==> config.mk <==
export PLATFORM = sky130hd
export DESIGN_NAME = hk_spi_responder
export DESIGN_NICKNAME = d
export VERILOG_FILES = /design/src/rtl/hk_spi_responder.sv
export SDC_FILE = /design/constraint.sdc
export NUM_CORES = 1
export LEC_CHECK = 0
export ABC_AREA = 1
export CAP_MARGIN = 20
export CORE_MARGIN = 2
export CORE_UTILIZATION = 40
export CTS_BUF_LIST = sky130_fd_sc_hd__clkbuf_16
export DETAILED_ROUTE_END_ITERATION = 7
export PLACE_DENSITY_LB_ADDON = 0.2
export SYNTH_ARGS = -nofsm -noshare
export SYNTH_HDL_FRONTEND = slang
export SYNTH_SLANG_ARGS = --single-unit
==> constraint.sdc <==
create_clock -name clk -period 3.99 [get_ports clk]
set_input_delay 0.798 -clock clk [delete_from_list [all_inputs] [get_ports clk]]
set_output_delay 0.798 -clock clk [all_outputs]
set_load 0.02 [all_outputs]
==> src/rtl/hk_spi_responder.sv <==
// SPI mode-0 target: oversamples CSB/SCK/SDI in the core clock domain and turns
// command/address/data bytes into byte-wide housekeeping register strobes.
module hk_spi_responder #(
    parameter int unsigned SYNC_STAGES = 2,
    parameter int unsigned ADDR_BITS   = 8
) (
    input  logic                 clk,
    input  logic                 resetn,
    input  logic                 spi_csb,
    input  logic                 spi_sck,
    input  logic                 spi_sdi,
    output logic                 spi_sdo,
    output logic                 spi_sdo_oe,
    output logic [ADDR_BITS-1:0] reg_addr,
    output logic [7:0]           reg_wdata,
    output logic                 reg_we,
    output logic                 reg_re,
    input  logic [7:0]           reg_rdata,
    output logic                 busy
);

    typedef enum logic [2:0] {IDLE, CMD, ADDR, DATA, IGNORE} state_t;

    state_t                 state;
    logic [SYNC_STAGES-1:0] csb_sync, sck_sync, sdi_sync;
    logic                   csb_prev, sck_prev, started, armed;
    logic [2:0]             bit_cnt;
    logic [7:0]             shift_in, out_shift;
    logic                   wr_mode, rd_mode, inc_pend;

    logic       csb_s, sdi_s, sck_rise, sck_fall, csb_fall, byte_done;
    logic [7:0] in_byte;

    assign csb_s     = csb_sync[SYNC_STAGES-1];
    assign sdi_s     = sdi_sync[SYNC_STAGES-1];
    assign sck_rise  = sck_sync[SYNC_STAGES-1] & ~sck_prev;
    assign sck_fall  = ~sck_sync[SYNC_STAGES-1] & sck_prev;
    assign csb_fall  = ~csb_s & csb_prev & armed;
    assign in_byte   = {shift_in[6:0], sdi_s};
    assign byte_done = sck_rise && (bit_cnt == 3'd7);

    // A transaction is only accepted once CSB has been genuinely seen high after
    // reset; the synchronizer's reset value of 1 must not count as that.
    always_ff @(posedge clk or negedge resetn) begin
        if (!resetn) begin
            csb_sync <= '1;
            sck_sync <= '0;
            sdi_sync <= '0;
            csb_prev <= 1'b1;
            sck_prev <= 1'b0;
            started  <= 1'b0;
            armed    <= 1'b0;
        end else begin
            csb_sync <= {csb_sync[SYNC_STAGES-2:0], spi_csb};
            sck_sync <= {sck_sync[SYNC_STAGES-2:0], spi_sck};
            sdi_sync <= {sdi_sync[SYNC_STAGES-2:0], spi_sdi};
            csb_prev <= csb_s;
            sck_prev <= sck_sync[SYNC_STAGES-1];
            started  <= 1'b1;
            if (started && csb_sync[0])
                armed <= 1'b1;
        end
    end

    always_ff @(posedge clk or negedge resetn) begin
        if (!resetn) begin
            state      <= IDLE;
            bit_cnt    <= '0;
            shift_in   <= '0;
            out_shift  <= '0;
            wr_mode    <= 1'b0;
            rd_mode    <= 1'b0;
            inc_pend   <= 1'b0;
            spi_sdo    <= 1'b0;
            spi_sdo_oe <= 1'b0;
            reg_addr   <= '0;
            reg_wdata  <= '0;
            reg_we     <= 1'b0;
            reg_re     <= 1'b0;
            busy       <= 1'b0;
        end else begin
            reg_we   <= 1'b0;
            reg_re   <= 1'b0;
            inc_pend <= 1'b0;
            if (reg_re)
                out_shift <= reg_rdata;
            if (csb_s) begin
                state      <= IDLE;
                busy       <= 1'b0;
                spi_sdo_oe <= 1'b0;
                spi_sdo    <= 1'b0;
                bit_cnt    <= '0;
                wr_mode    <= 1'b0;
                rd_mode    <= 1'b0;
            end else if (csb_fall) begin
                state   <= CMD;
                busy    <= 1'b1;
                bit_cnt <= '0;
            end else if (state != IDLE) begin
                if (sck_rise) begin
                    shift_in <= in_byte;
                    bit_cnt  <= bit_cnt + 3'd1;
                end
                // Increment runs one clk after the data byte so the write strobe
                // still targets the old address and the read prefetch the new one.
                if (inc_pend) begin
                    reg_addr <= reg_addr + ADDR_BITS'(1);
                    reg_re   <= rd_mode;
                end
                case (state)
                    CMD: if (byte_done) begin
                        case (in_byte)
                            8'h80:   begin wr_mode <= 1'b1; rd_mode <= 1'b0; state <= ADDR; end
                            8'h40:   begin wr_mode <= 1'b0; rd_mode <= 1'b1; state <= ADDR; end
                            8'hC0:   begin wr_mode <= 1'b1; rd_mode <= 1'b1; state <= ADDR; end
                            default: state <= IGNORE;
                        endcase
                    end
                    ADDR: if (byte_done) begin
                        reg_addr <= in_byte[ADDR_BITS-1:0];
                        reg_re   <= rd_mode;
                        state    <= DATA;
                    end
                    DATA: begin
                        if (byte_done) begin
                            if (wr_mode) begin
                                reg_wdata <= in_byte;
                                reg_we    <= 1'b1;
                            end
                            inc_pend <= 1'b1;
                        end
                        if (sck_fall && rd_mode) begin
                            spi_sdo   <= out_shift[7];
                            out_shift <= {out_shift[6:0], 1'b0};
                        end
                    end
                    default: ;
                endcase
                spi_sdo_oe <= (state == DATA) && rd_mode;
            end
        end
    end

endmodule

==> impl_metrics.tcl <==
set metrics [dict create \
    yosys_warnings 0 \
    synth_edf_count 0 \
    overflow 0 \
    ir_worst_vdd_mv 0.199 \
    synthFlopType "dfrtp_1" \
    post_drt_wl_per_cell_um 12.4 \
    cellPowerDensity_nw_per_um2 331 \
    min_path_cells 0 \
    arrival_ns 1.47 \
    fmaxAchievable_ghz 0.441 \
    final_nets 376 \
    cts.clk_slew.worst_paths_ns 0.07 \
    r2r_setup_slack_ns 2.29 \
    die_area_um2 7440 \
    cp.depth 1 \
    clock_skew_ns 0.00497 \
    grt_pass1_vias 1995 \
    root_buffer "clkbuf_16" \
    start_util_pct 41.9 \
    drt-pass1-iter-count 4 \
    antenna_found_initial 0 \
    setup_viol 0 \
    power_leakage_nw 1.60 \
    post_cts_resized 0 \
    hold_slack_ns 0.348 \
    worst_pin_slew_ns 0.847 \
    avgSynthCellArea_um2 8.40 \
    core_um2 6460 \
    cts_buffers 5 \
    r2r_cells 7 \
    max_slew_margin_pct 43.5 \
    rsz0062_at_grt "false" \
    h-tree-depth 2 \
    cts_tree "yes" \
    num_rows 29 \
    synth.ff_latch_count 55 \
    end_kind "primary output" \
    worst_path_dominant_cell_family "buffers and inverters" \
    clk_latency_ns 0.29 \
    hold_class "flip-flop to flip-flop" \
    insertedDiodeCount 0 \
    cp_num_buf_inv 1 \
    drt_iter0_drc 122 \
    cp_cell_sequence "clkdlybuf4s50_1" \
    post-route-period-util_pct 56.9 \
    hold_viol_final 0 \
    synthArstFlopShare_pct 100 \
    vias 2085 \
    io_pins 34 \
    cp_max_fo 11 \
    postRouteAntennaNets 0 \
    grt_max_degree 39 \
    status "finished clean" \
    setup_tns_ns 0 \
    yosys.cell_count.top_type "nand2_1" \
    finalMaxSlewViolations 0 \
    yosys-top-cells-area "dfrtp_1 (48%), nand2_1 (17%), o21ai_2 (4.9%)" \
    min_period_ns 2.27 \
    portBuffers 33 \
    synth_top_area_share_pct 48.1 \
    worstPathRequired_ns 3.19 \
    worst_path_largest_cell_delay_ns 0.67 \
    track_usage_pct 15.9 \
    synth_common_cells "nand2_1 (125), dfrtp_1 (52), inv_1 (30)" \
    gp_congestion 0.863 \
    drc 0 \
    synth_nets 338 \
    synth_area_leader_cell "dfrtp_1" \
    grt_pass1_wl_um 9450 \
    cpMaxStageDelayCell "clkdlybuf4s50_1" \
    viasPerCell 4.76 \
    worstSetupPathType "flip-flop to primary output" \
    clkSinkCount 55 \
    max-cap-violations 0 \
    die_h_um 86.2 \
    routed_wl_um 5430 \
    cts_hold_buffers 0 \
    clockBufferDepth 2 \
    netlist_instances 322 \
    cts_setup_buffers 0 \
    cp-start-kind "flip-flop" \
    ys_seq_area_share_pct 51.0 \
    die_w_um 86.2 \
    drive_gt1_share_pct 13.6 \
    syn2layout_area_growth_pct 19.8 \
    ys_types 30 \
    syn_area_um2 2710 \
    dp_hpwl_um 3900 \
]
==> sequential cells by signal, indices dropped and copies added (netlist names), 3 cells and up <==
name and count:
out_shift 8, reg_addr 8, reg_wdata 8, shift_in 7, bit_cnt 3, state 3
==> power breakdown <==
group          internal [mW]  switching [mW]
combinational         0.0277          0.0466
sequential             0.571          0.0109
clock                  0.229           0.188
total                  0.828           0.245
==> worst paths after layout <==
check,from,end
hold / removal,sck_sync[0],sck_sync[1]
hold reg to reg,sck_sync[0],sck_sync[1]
setup / recovery,reg_re,reg_re
setup reg to reg,bit_cnt[0],reg_wdata[4]
max in group asynchronous,resetn,reg_addr[3]
min in group asynchronous,resetn,reg_addr[6]
==> stage by stage <==
stage | setup slack (ns) | area [µm²] | util (%) | total power, mW | std cells
detailed placement | 2.02 | 3100 | 48.0 | 0.667 | 430
global route | 1.63 | 3240 | 50.2 | 1.13 | 438
CTS | 1.70 | 3240 | 50.2 | 1.09 | 438
global placement | 2.04 | 3100 | 48.0 | 0.667 | 430
floorplan | 2.55 | 2710 | - | 0.629 | 322
finish | 1.72 | 3240 | 50.2 | 1.07 | 438
==> cells by family after synthesis <==
| kind of cell | Yosys count | share of synthesized area [%] |
|---|---|---|
| DFF | 55 | 51.0 |
| AOI/OAI and AO/OA | 36 | 8.97 |
| adders and majority gates | 3 | 1.39 |
| and+or+nand+nor | 189 | 32.0 |
| other | 1 | 0.139 |
| buffers and inverters | 38 | 6.52 |
==> final cells by class <==
| cell class | count | area (µm²) |
|---|---|---|
| fillers | 639 | 3220 |
| clock buffers | 5 | 125 |
| inverters | 35 | 141 |
| repair buffers | 34 | 333 |
| flip-flops and latches | 55 | 1380 |
| clock inverters | 3 | 16.3 |
| multi-input cells | 229 | 1150 |
| well taps | 77 | 96.3 |
==> cell usage in the layout, fill, tap and decap left out, types with 2 or more instances in the layout <==
cell             instances
o21ai_0                  8
nor2_2                   2
o21ai_2                 15
dfrtp_1                 52
o21ai_1                  5
inv_2                    3
nand4_1                  3
nor3_1                   2
nand2_8                  2
nand2_2                  3
nand2_4                  3
nor2_1                  22
a21oi_1                  6
nand3_1                 20
ha_1                     3
clkbuf_16                5
nand2_1                125
inv_1                   31
nand3_2                  4
dfstp_2                  3
clkdlybuf4s50_1         32
==> layer usage <==
metal	part of all wire, %	GRT usage (%)	routed length (µm)	vias to the layer above
met4	1.1	4.69	61	0
met1	51	23.3	2780	957
met2	44	24.8	2400	33
met5	0	0	0	-
met3	3.4	2.29	186	5
li1	-	-	-	1090
Power figures use the tool's default switching activity.
